**config.mk**
```make
export PLATFORM = sky130hd
export DESIGN_NAME = clock_gen
export DESIGN_NICKNAME = d
export VERILOG_FILES = /design/src/rtl/clock_gen.sv
export SDC_FILE = /design/constraint.sdc
export NUM_CORES = 1
export LEC_CHECK = 0
export BUFFER_PORTS_ARGS = -buffer_cell sky130_fd_sc_hd__buf_2
export CORE_ASPECT_RATIO = 1.5
export CORE_MARGIN = 8
export CORE_UTILIZATION = 55
export DETAILED_ROUTE_END_ITERATION = 7
export GPL_ROUTABILITY_DRIVEN = 0
export GPL_TIMING_DRIVEN = 1
export PLACE_DENSITY_LB_ADDON = 0.1
export SLEW_MARGIN = 20
export SYNTH_ARGS = -nofsm -noshare
export SYNTH_HDL_FRONTEND = slang
export SYNTH_SLANG_ARGS = --single-unit
```
**constraint.sdc**
```tcl
create_clock -name CLK_IN -period 3.1 [get_ports CLK_IN]
set_input_delay 0 -clock CLK_IN [delete_from_list [all_inputs] [get_ports CLK_IN]]
set_output_delay 0 -clock CLK_IN [all_outputs]
set_load 0.05 [all_outputs]
```
**src/rtl/clock_gen.sv**
```systemverilog
// clock_gen: multi-channel fractional-rate clock-enable generator built from phase accumulators.
// Optional macro CLOCK_GEN_SQUARE_OUT_EN builds the per-channel CLK_OUT square-wave toggles.
module clock_gen #(
  parameter int  CHANNELS    = 2,
  parameter int  RATIO_W     = 8,
  parameter int  MULT_INIT   = 2,
  parameter int  DIV_INIT    = 10,
  parameter int  LOCK_CYCLES = 16,
  localparam int CH_W        = (CHANNELS > 1) ? $clog2(CHANNELS) : 1
) (
  input  logic                CLK_IN,
  input  logic                RESET,
  output logic [CHANNELS-1:0] CE_OUT,
  output logic [CHANNELS-1:0] CLK_OUT,
  output logic                LOCKED,
  input  logic                CFG_VALID,
  output logic                CFG_READY,
  input  logic [CH_W-1:0]     CFG_CH,
  input  logic [RATIO_W-1:0]  CFG_MULT,
  input  logic [RATIO_W-1:0]  CFG_DIV,
  output logic                CFG_ERR
);

  localparam int CNT_W = (LOCK_CYCLES > 1) ? $clog2(LOCK_CYCLES) : 1;

  typedef enum logic {SETTLE, RUN} state_e;

  state_e               state_q, state_d;
  logic [CNT_W-1:0]     cnt_q, cnt_d;
  logic [RATIO_W-1:0]   mult_q [CHANNELS];
  logic [RATIO_W-1:0]   mult_d [CHANNELS];
  logic [RATIO_W-1:0]   div_q  [CHANNELS];
  logic [RATIO_W-1:0]   div_d  [CHANNELS];
  logic [RATIO_W-1:0]   acc_q  [CHANNELS];
  logic [RATIO_W-1:0]   acc_d  [CHANNELS];
  logic [CHANNELS-1:0]  ce_q, ce_d;
  logic                 err_q, err_d;
  logic [RATIO_W:0]     sum;
  logic                 cfgOk;

  assign cfgOk = (CFG_DIV != '0) && (CFG_MULT != '0) && (CFG_MULT <= CFG_DIV) &&
                 (32'(CFG_CH) < CHANNELS);

  assign LOCKED    = (state_q == RUN);
  assign CFG_READY = (state_q == RUN);
  assign CE_OUT    = ce_q;
  assign CFG_ERR   = err_q;

  always_comb begin
    state_d = state_q;
    cnt_d   = cnt_q;
    mult_d  = mult_q;
    div_d   = div_q;
    acc_d   = acc_q;
    ce_d    = '0;
    err_d   = 1'b0;
    sum     = '0;
    case (state_q)
      SETTLE: begin
        cnt_d = cnt_q + CNT_W'(1);
        for (int c = 0; c < CHANNELS; c++) acc_d[c] = '0;
        if (cnt_q == CNT_W'(LOCK_CYCLES - 1)) state_d = RUN;
      end
      RUN: begin
        // Extra sum bit keeps acc+MULT from wrapping before the DIV compare
        for (int c = 0; c < CHANNELS; c++) begin
          sum = {1'b0, acc_q[c]} + {1'b0, mult_q[c]};
          if (sum >= {1'b0, div_q[c]}) begin
            acc_d[c] = acc_q[c] + mult_q[c] - div_q[c];
            ce_d[c]  = 1'b1;
          end else begin
            acc_d[c] = acc_q[c] + mult_q[c];
          end
        end
        if (CFG_VALID) begin
          if (cfgOk) begin
            mult_d[CFG_CH] = CFG_MULT;
            div_d[CFG_CH]  = CFG_DIV;
            for (int c = 0; c < CHANNELS; c++) acc_d[c] = '0;
            cnt_d   = '0;
            ce_d    = '0;
            state_d = SETTLE;
          end else begin
            err_d = 1'b1;
          end
        end
      end
      default: state_d = SETTLE;
    endcase
  end

  always_ff @(posedge CLK_IN or posedge RESET) begin
    if (RESET) begin
      state_q <= SETTLE;
      cnt_q   <= '0;
      ce_q    <= '0;
      err_q   <= 1'b0;
      for (int c = 0; c < CHANNELS; c++) begin
        mult_q[c] <= RATIO_W'(MULT_INIT);
        div_q[c]  <= RATIO_W'(DIV_INIT);
        acc_q[c]  <= '0;
      end
    end else begin
      state_q <= state_d;
      cnt_q   <= cnt_d;
      ce_q    <= ce_d;
      err_q   <= err_d;
      for (int c = 0; c < CHANNELS; c++) begin
        mult_q[c] <= mult_d[c];
        div_q[c]  <= div_d[c];
        acc_q[c]  <= acc_d[c];
      end
    end
  end

`ifdef CLOCK_GEN_SQUARE_OUT_EN
  logic [CHANNELS-1:0] sq_q, sq_d;

  // Clearing on the next state keeps CLK_OUT low from the very edge that enters SETTLE
  always_comb begin
    sq_d = '0;
    if (state_d == RUN) sq_d = sq_q ^ ce_q;
  end

  always_ff @(posedge CLK_IN or posedge RESET) begin
    if (RESET) sq_q <= '0;
    else       sq_q <= sq_d;
  end

  assign CLK_OUT = sq_q;
`else
  assign CLK_OUT = '0;
`endif

endmodule
```
## After elaboration in Yosys (flattened, before gate mapping)

Cells that the tools add are included.

| storage, ports and cells | value |
|---|---|
| flip-flop bits (word level) | 56 |
| bits in latches | 0 |
| bits in writable memories | 0 |
| bits in read-only memories | 0 |
| input bits | 20 |
| output and inout port bits | 7 |
| memories kept | 0 |

| cells by class | value |
|---|---|
| add/sub/neg operators | 7 |
| $mul | 0 |
| divide/modulo/power cells | 0 |
| order comparisons | 5 |
| equal/unequal tests | 3 |
| shifts and indexed selects | 0 |
| muxes and demuxes | 23 |
| bitwise logic cells | 2 |
| reduce and logical (&&, ||, !) cells | 7 |

Operator list:

| operator | number |
|---|---|
| $bwmux 16 | 2 |
| $mux 16 | 2 |
| $pmux 16 s2 | 1 |
| $mux 8 | 3 |
| $add 8x8->9 | 2 |
| $ge 9x8->1 | 2 |
| $add 8x8->8 | 2 |
| $reduce_bool 8->1 | 2 |
| $sub 8x8->8 | 2 |
| $demux 8 s1 | 1 |
| $le 8x8->1 | 1 |
| $mux 4 | 2 |
| $pmux 4 s2 | 1 |
| $mux 1 | 7 |
| $mux 2 | 3 |
| $add 4x1->4 const B | 1 |
| $eq 4x4->1 const B | 1 |
| $logic_and 1x1->1 | 3 |
| $reduce_and 3->1 | 1 |
| $ge 2x2->1 const B | 1 |
| $lt 2x1->1 const B | 1 |
| $ne 2x1->1 const B | 1 |
| $ne 2x2->1 const B | 1 |
| $not 1->2 | 1 |
| other kinds (3) | 3 |

## Logic depth before layout (Yosys ltp)

Gate-level depths: netlist of run 1.

| depth | value |
|---|---|
| depth in word-level cells | 6 |
| mapped depth | 15 |
| mapped depth without buffers | 14 |

## Worst setup path after synthesis of run 1

Ideal clock, no wire load.

| timing path | value |
|---|---|
| kind | register -> register |
| start | reg mult_q[0] (netlist name) |
| end | reg acc_q[2] (netlist name) |
| library setup time | 132 ps |
| arrival time | 2915 ps |
| slack | 53 ps |
| stages on the path, launching flop included | 16 |
| buffers on the path | 1 |
| period minus slack after synthesis | 3047 ps |
| path through | dfrtp_1 -> ha_1 -> inv_1 -> fa_1 -> nor2b_1 -> o31a_1 -> or4b_1 -> nand3_1 -> ha_1 -> nand4_1 -> a21oi_1 -> o31ai_1 -> and3b_1 -> buf_4 -> mux2i_1 -> nor2_1 |

RTL lines:

| item | RTL line | text |
|---|---|---|
| start: declaration | 30 | `logic [RATIO_W-1:0] mult_q [CHANNELS];` |
| start signal: indexed assignment | 99 | `mult_q[c] <= RATIO_W'(MULT_INIT);` |
| start signal: indexed assignment | 109 | `mult_q[c] <= mult_d[c];` |
| end signal: indexed assignment | 111 | `acc_q[c] <= acc_d[c];` |
| end: declaration | 34 | `logic [RATIO_W-1:0] acc_q [CHANNELS];` |

==> results of run 1 <==
[flip-flops by register name, summed over array words and instances, names as in the netlist]
name / count
mult_q: 16
CE_OUT: 2
CFG_READY: 1
cnt_q: 4
CFG_ERR: 1
div_q: 16
acc_q: 16
[synthesized netlist by cell type (3+ instances only)]
cell / n / area share
a21o_1: 7 / 0.014
a21oi_1: 20 / 0.027
nand3b_1: 3 / 0.0060
o21bai_1: 4 / 0.0080
dfstp_2: 6 / 0.042
xor2_1: 6 / 0.014
mux2_4: 6 / 0.024
o21ai_0: 17 / 0.023
o21a_1: 4 / 0.0080
ha_1: 41 / 0.14
a211oi_1: 13 / 0.026
dfrtp_1: 50 / 0.33
mux2i_1: 26 / 0.069
xnor2_1: 14 / 0.033
inv_1: 35 / 0.035
fa_1: 4 / 0.021
mux2_2: 12 / 0.036
a31oi_1: 3 / 0.0050
nand4_1: 6 / 0.010
nor4_1: 4 / 0.0067
nand2_1: 9 / 0.0090
nor2b_1: 7 / 0.012
nor2_1: 23 / 0.023
buf_4: 4 / 0.0080
[cells by family after synthesis]
family,count (synthesis),share of synthesized area
AO/OA/AOI/OAI,78,0.131
XOR/XNOR,20,0.0467
adder cells (fa/ha/maj),45,0.158
buffers and inverters,45,0.0616
flip-flops,56,0.375
multiplexers,44,0.129
other,1,0.000999
AND/OR/NAND/NOR,68,0.0970
[path summary, 6_finish.rpt]
kind | slack, ns | endpoint | from | depth (start not counted)
max | -0.14 | acc_q[5] | mult_q[0] | 14
min | 0.005 | div_q[0] | CFG_DIV[0] | 2
max reg2reg | -0.14 | acc_q[5] | mult_q[0] | 14
min reg2reg | 0.50 | div_q[3] | div_q[3] | 2
max in group asynchronous | 1.93 | div_q[11] | RESET | 4
min in group asynchronous | 0.32 | mult_q[2] | RESET | 3
[layout make-up]
class | count | area, um^2 | share of cell area
multi-input combinational | 259 | 2320 | 0.490
timing repair buffer | 93 | 683 | 0.145
tap | 78 | 97.6 | 0.0207
sequential | 56 | 1410 | 0.298
clock inverter | 2 | 16.3 | 0.00344
clock buffer | 6 | 72.6 | 0.0154
inverter | 35 | 131 | 0.0278
[stage by stage]
step	hold WS, ns	power [uW]	area [um^2]	utilization	TNS, ns
3_3_place_gp	0.148	4520	4100	0.607	-3.37
2_1_floorplan	0.140	3710	3760	-	0
5_1_grt	0.0150	6330	4730	0.699	-3.79
6_report	0.00538	5890	4730	0.699	-0.945
3_5_place_dp	0.162	4600	4100	0.607	-4.66
4_1_cts	0.00213	5530	4590	0.678	-0.524
[worst max-delay path, stage by stage (launching register included)]
cell,delay [ns]
dfrtp_1,0.40
ha_2,0.18
inv_2,0.05
fa_2,0.21
nor2b_2,0.05
o31a_1,0.32
or4b_4,0.50
nand3_4,0.10
ha_4,0.20
nand4_1,0.12
a21oi_2,0.08
o31ai_4,0.31
and3b_2,0.32
mux2i_1,0.21
nor2_1,0.05
[repair_timing]
action                                  CTS  global route
pin swaps                                24             7
buffers inserted                         21             6
endpoints found under the hold margin    50             0
cloned                                    2             0
resized for setup                        29            23
endpoints found under the setup margin   18            18
hold buffers                             12             0
[metal layers]
metal | wire (um) | GRT usage | part of all wire
met1 | 3480 | 0.185 | 0.38
met2 | 5200 | 0.390 | 0.57
met3 | 126 | 0.0194 | 0.014
met4 | 308 | 0.0948 | 0.034
met5 | 0 | 0 | 0
[power by group]
part / internal (uW) / leakage, uW / switching, uW
logic: 2160 / 0.00161 / 2100
clock network: 162 / 0.0000414 / 258
registers: 1050 / 0.000695 / 157
total: 3370 / 0.00234 / 2520
[placed cells by master, fill, tap and decap left out, types with 5 or more instances in the layout]
| cell | Yosys | final |
|---|---|---|
| a211oi_1 | 13 | 5 |
| dfrtp_1 | 50 | 50 |
| mux2i_1 | 26 | 26 |
| a21oi_1 | 20 | 17 |
| nand4_1 | 6 | 6 |
| buf_2 | 0 | 24 |
| clkbuf_8 | 0 | 5 |
| xor2_1 | 6 | 6 |
| nor2_1 | 23 | 22 |
| xnor2_1 | 14 | 14 |
| inv_1 | 35 | 33 |
| ha_1 | 41 | 37 |
| dfstp_2 | 6 | 6 |
| a211oi_2 | 0 | 7 |
| buf_4 | 4 | 53 |
| a21o_1 | 7 | 7 |
| mux2_4 | 6 | 6 |
| nand2_1 | 9 | 9 |
| o21ai_0 | 17 | 9 |
| nor2b_1 | 7 | 5 |
| dlygate4sd3_1 | 0 | 12 |
| mux2_2 | 12 | 12 |
==> results.cfg, run 1 <==
[status]
outcome = finished, violations left
violations = negative setup slack

[critical_path]
crit_path_max_fanout = 5
required_ns = 3.30
arrival_ns = 3.44
crit_type = reg2reg
critical_path.startpoint_type = register
crit_path_end_kind = register

[final_layout]
area_delta_synth_final_pct = 25.9
n_antenna_cell = 0
fillers = 540
drive_gt1_frac = 0.335
nets = 515
stdcell_count = 529

[sta]
fin_worst_skew_ns = 0.0120
setup_viol = 9
fmax_ghz = 0.308
max_slew_margin = 0.527
hold_violations = 0
fin_crit_sh = 1.05
tightest_slew_ns = 0.708
drv_slew = 0
timing.final.ws_setup_ns = -0.144
min_period_ns = 3.24
rsz0062_at_grt = true

[clocking]
cts_buffers = 5
clk_pin_slew_ns = 0.11
cts_max_level = 2
clockBufferDepth = 2
clkLatencyLatePin_ns = 0.32
clock-sinks = 56
cts-root-buf = clkbuf_8
cts_tree = yes

[die]
fp.dieArea_um2 = 9780
pin_count = 27
initial_core_util = 0.556
floorplan.rows = 37
die_w_um = 83.5
die_y_um = 117
core_area_um2 = 6760

[worst_hold_path]
hold_path_class = in2reg

[detailed_routing]
wl_um = 9120
vias_per_cell = 5.62
drtAntennaViolNets = 0
wl_per_cell_um = 17.2
dr_total_vias = 2971
drt_iter0_markers = 65
route.detailed.drc = 0
firstDrtPassIters = 4

[power]
p_per_area_nw_per_um2 = 1250
leakage_uw = 0.00234
irDropWorstVdd_mv = 0.907

[synthesis]
ys_async_sr_fraction = 1.00
synth.distinct_cells = 47
ys_seq_area_frac = 0.375
ys_seq_elements = 56
synthFlopType = dfrtp_1
syn_inst = 357
synth_warnings = 0
synth_edf_count = 0
syn_area_um2 = 3750
avgSynthCellArea_um2 = 10.5

[placed_design]
dp_cells = 480
place_ws_ns = -0.357
io_buffers = 24
dp_hpwl_um = 6520

[global_route]
grt_pass1_wl_um = 15000
antenna_found_initial = 0
gr-total-overflow = 0
grt_max_degree = 35
grt_pass1_vias = 3177
grt_usage = 0.191

[job]
cap_violations = 0
No activity file was read; power rests on OpenSTA's default activity.
==> run 2: changes to the inputs <==
--- a/config.mk
+++ b/config.mk
@@ -5,7 +5,7 @@
 export SDC_FILE = /design/constraint.sdc
 export NUM_CORES = 1
 export LEC_CHECK = 0
-export BUFFER_PORTS_ARGS = -buffer_cell sky130_fd_sc_hd__buf_2
+export BUFFER_PORTS_ARGS = -buffer_cell sky130_fd_sc_hd__clkbuf_2
 export CORE_ASPECT_RATIO = 1.5
 export CORE_MARGIN = 8
 export CORE_UTILIZATION = 55
==> constraint.sdc (replaced) <==
create_clock -name CLK_IN -period 2.6 [get_ports CLK_IN]
set_input_delay 0 -clock CLK_IN [delete_from_list [all_inputs] [get_ports CLK_IN]]
set_output_delay 0 -clock CLK_IN [all_outputs]
set_load 0.05 [all_outputs]
==> run 2 against run 1 <==
The flow still finishes with violations (negative setup slack); core utilization rose by 1.9 points; sequential power rose by 21%; combinational power rose by 21%; register-to-register slack got worse by 0.46 ns; clock-buffer cell count rose by 2; die area did not move; non-clock buffer count rose by 9; maximum frequency rose by 1.3%; first-iteration DRC count rose by 29%; clock skew fell by 0.0054 ns; final area rose by 2.8%; largest power group unchanged.
==> results.cfg, run 2 (same netlist as run 1, synthesis figures left out) <==
[status]
outcome = finished, violations left
violations = negative setup slack

[placed_design]
io_buffers = 24
dp_cells = 506
dp_hpwl_um = 6960
place_ws_ns = -0.889

[die]
die_w_um = 83.5
pin_count = 27
die_y_um = 117
initial_core_util = 0.556
floorplan.rows = 37
fp.dieArea_um2 = 9780
core_area_um2 = 6760

[sta]
min_period_ns = 3.20
fmax_ghz = 0.312
tightest_slew_ns = 0.719
hold_ws_ns = 0.0122
rsz0062_at_grt = true
max_slew_margin = 0.520
timing.final.ws_setup_ns = -0.603
fin_crit_sh = 1.23
fin_worst_skew_ns = 0.00665
drv_slew = 0
setup_viol = 18
hold_violations = 0

[final_layout]
final_util = 0.719
nets = 524
fillers = 513
final_cell_mix = buf_4, dfrtp_1, ha_1, inv_1, mux2i_1
n_antenna_cell = 0
area_delta_synth_final_pct = 29.4
layout_commonest_cell = buf_4
reg_top3 = acc_q (16), div_q (16), mult_q (16)
drive_gt1_frac = 0.343
stdcell_count = 538

[power]
irDropWorstVdd_mv = 0.973
power.total_uw = 7140
leakage_uw = 0.00241
p_per_area_nw_per_um2 = 1470

[critical_path]
required_ns = 2.79
reg2reg_slack_ns = -0.60
crit_path_max_fanout = 5
arrival_ns = 3.39
critical_path.startpoint_type = register
crit_path_end_kind = register
crit_type = reg2reg

[detailed_routing]
drtAntennaViolNets = 0
route.detailed.drc = 0
firstDrtPassIters = 4
dr_total_vias = 3001
vias_per_cell = 5.58
wl_um = 9500
wl_per_cell_um = 17.7
drt_iter0_markers = 84

[clocking]
cts_buffers = 5
cts_max_level = 2
clk_pin_slew_ns = 0.10
clock-sinks = 56
clkLatencyLatePin_ns = 0.32
clockBufferDepth = 2
cts_tree = yes
cts-root-buf = clkbuf_8

[global_route]
grt_max_degree = 57
grt_usage = 0.202
gr-total-overflow = 0
grt_pass1_vias = 3197
grt_pass1_wl_um = 15600
antenna_found_initial = 0

[job]
cap_violations = 0

[worst_hold_path]
hold_path_class = in2reg
[run 2: cell count changes in the layout (fill, tap and decap cells not counted), sizes merged]
| cell | before | now |
|---|---|---|
| clkbuf | 6 | 32 |
| buf | 81 | 62 |
| dlygate4sd3 | 12 | 16 |
| clkinv | 1 | 0 |
| clkinvlp | 1 | 0 |
[run 2: power by group]
group | switching, uW | leakage, uW | internal (uW) | total, uW
logic | 2520 | 0.00166 | 2650 | 5170
registers | 205 | 0.000695 | 1260 | 1460
clock network | 288 | 0.0000455 | 218 | 506
[run 2: critical path: stages, from the launching register on]
cell and delay, ns:
dfrtp_1 0.39, ha_2 0.19, inv_2 0.05, fa_2 0.20
nor2b_2 0.05, o31a_1 0.27, or4b_4 0.50, nand3_4 0.09
ha_4 0.21, nand4_1 0.12, a21oi_2 0.08, o31ai_4 0.32
and3b_2 0.34, mux2i_1 0.20, nor2_1 0.06
[run 2: layout make-up]
class / instances / area (um^2) / area share
flip-flops and latches: 56 / 1410 / 0.290
clock buffers: 8 / 90.1 / 0.0185
multi-input cells: 259 / 2350 / 0.485
well taps: 78 / 97.6 / 0.0201
inverters: 35 / 131 / 0.0270
repair buffers: 102 / 774 / 0.159
[run 2: what timing repair did]
item,in CTS,in global routing
hold buffers,16,0
pin swaps,8,20
resized for setup,12,17
buffers inserted,1,5
hold endpoints to repair,79,0
cloned,1,1
setup endpoints to repair,18,22
[run 2: final timing paths]
| kind | start | endpoint | cells past startpoint |
|---|---|---|---|
| worst max-delay path | mult_q[0] | acc_q[2] | 14 |
| worst min-delay path | CFG_MULT[3] | mult_q[11] | 2 |
| worst max register to register | mult_q[0] | acc_q[2] | 14 |
| worst min register to register | div_q[3] | div_q[3] | 2 |
| max in group asynchronous | RESET | acc_q[15] | 4 |
| min in group asynchronous | RESET | cnt_q[1] | 4 |
[run 2: per-layer routing]
layer,track usage,part of all wire,vias up
met1,0.199,0.37,1474
met5,0,0,-
met4,0.0994,0.035,0
li1,-,-,1477
met2,0.403,0.58,32
met3,0.0256,0.013,18
[run 2: stage by stage]
stage	setup TNS, ns	area (um^2)
after floorplan	-4.47	3860
after global placement	-9.46	4420
after detailed placement	-11.23	4420
after CTS	-9.29	4740
after global routing	-11.94	4860
final	-8.94	4860
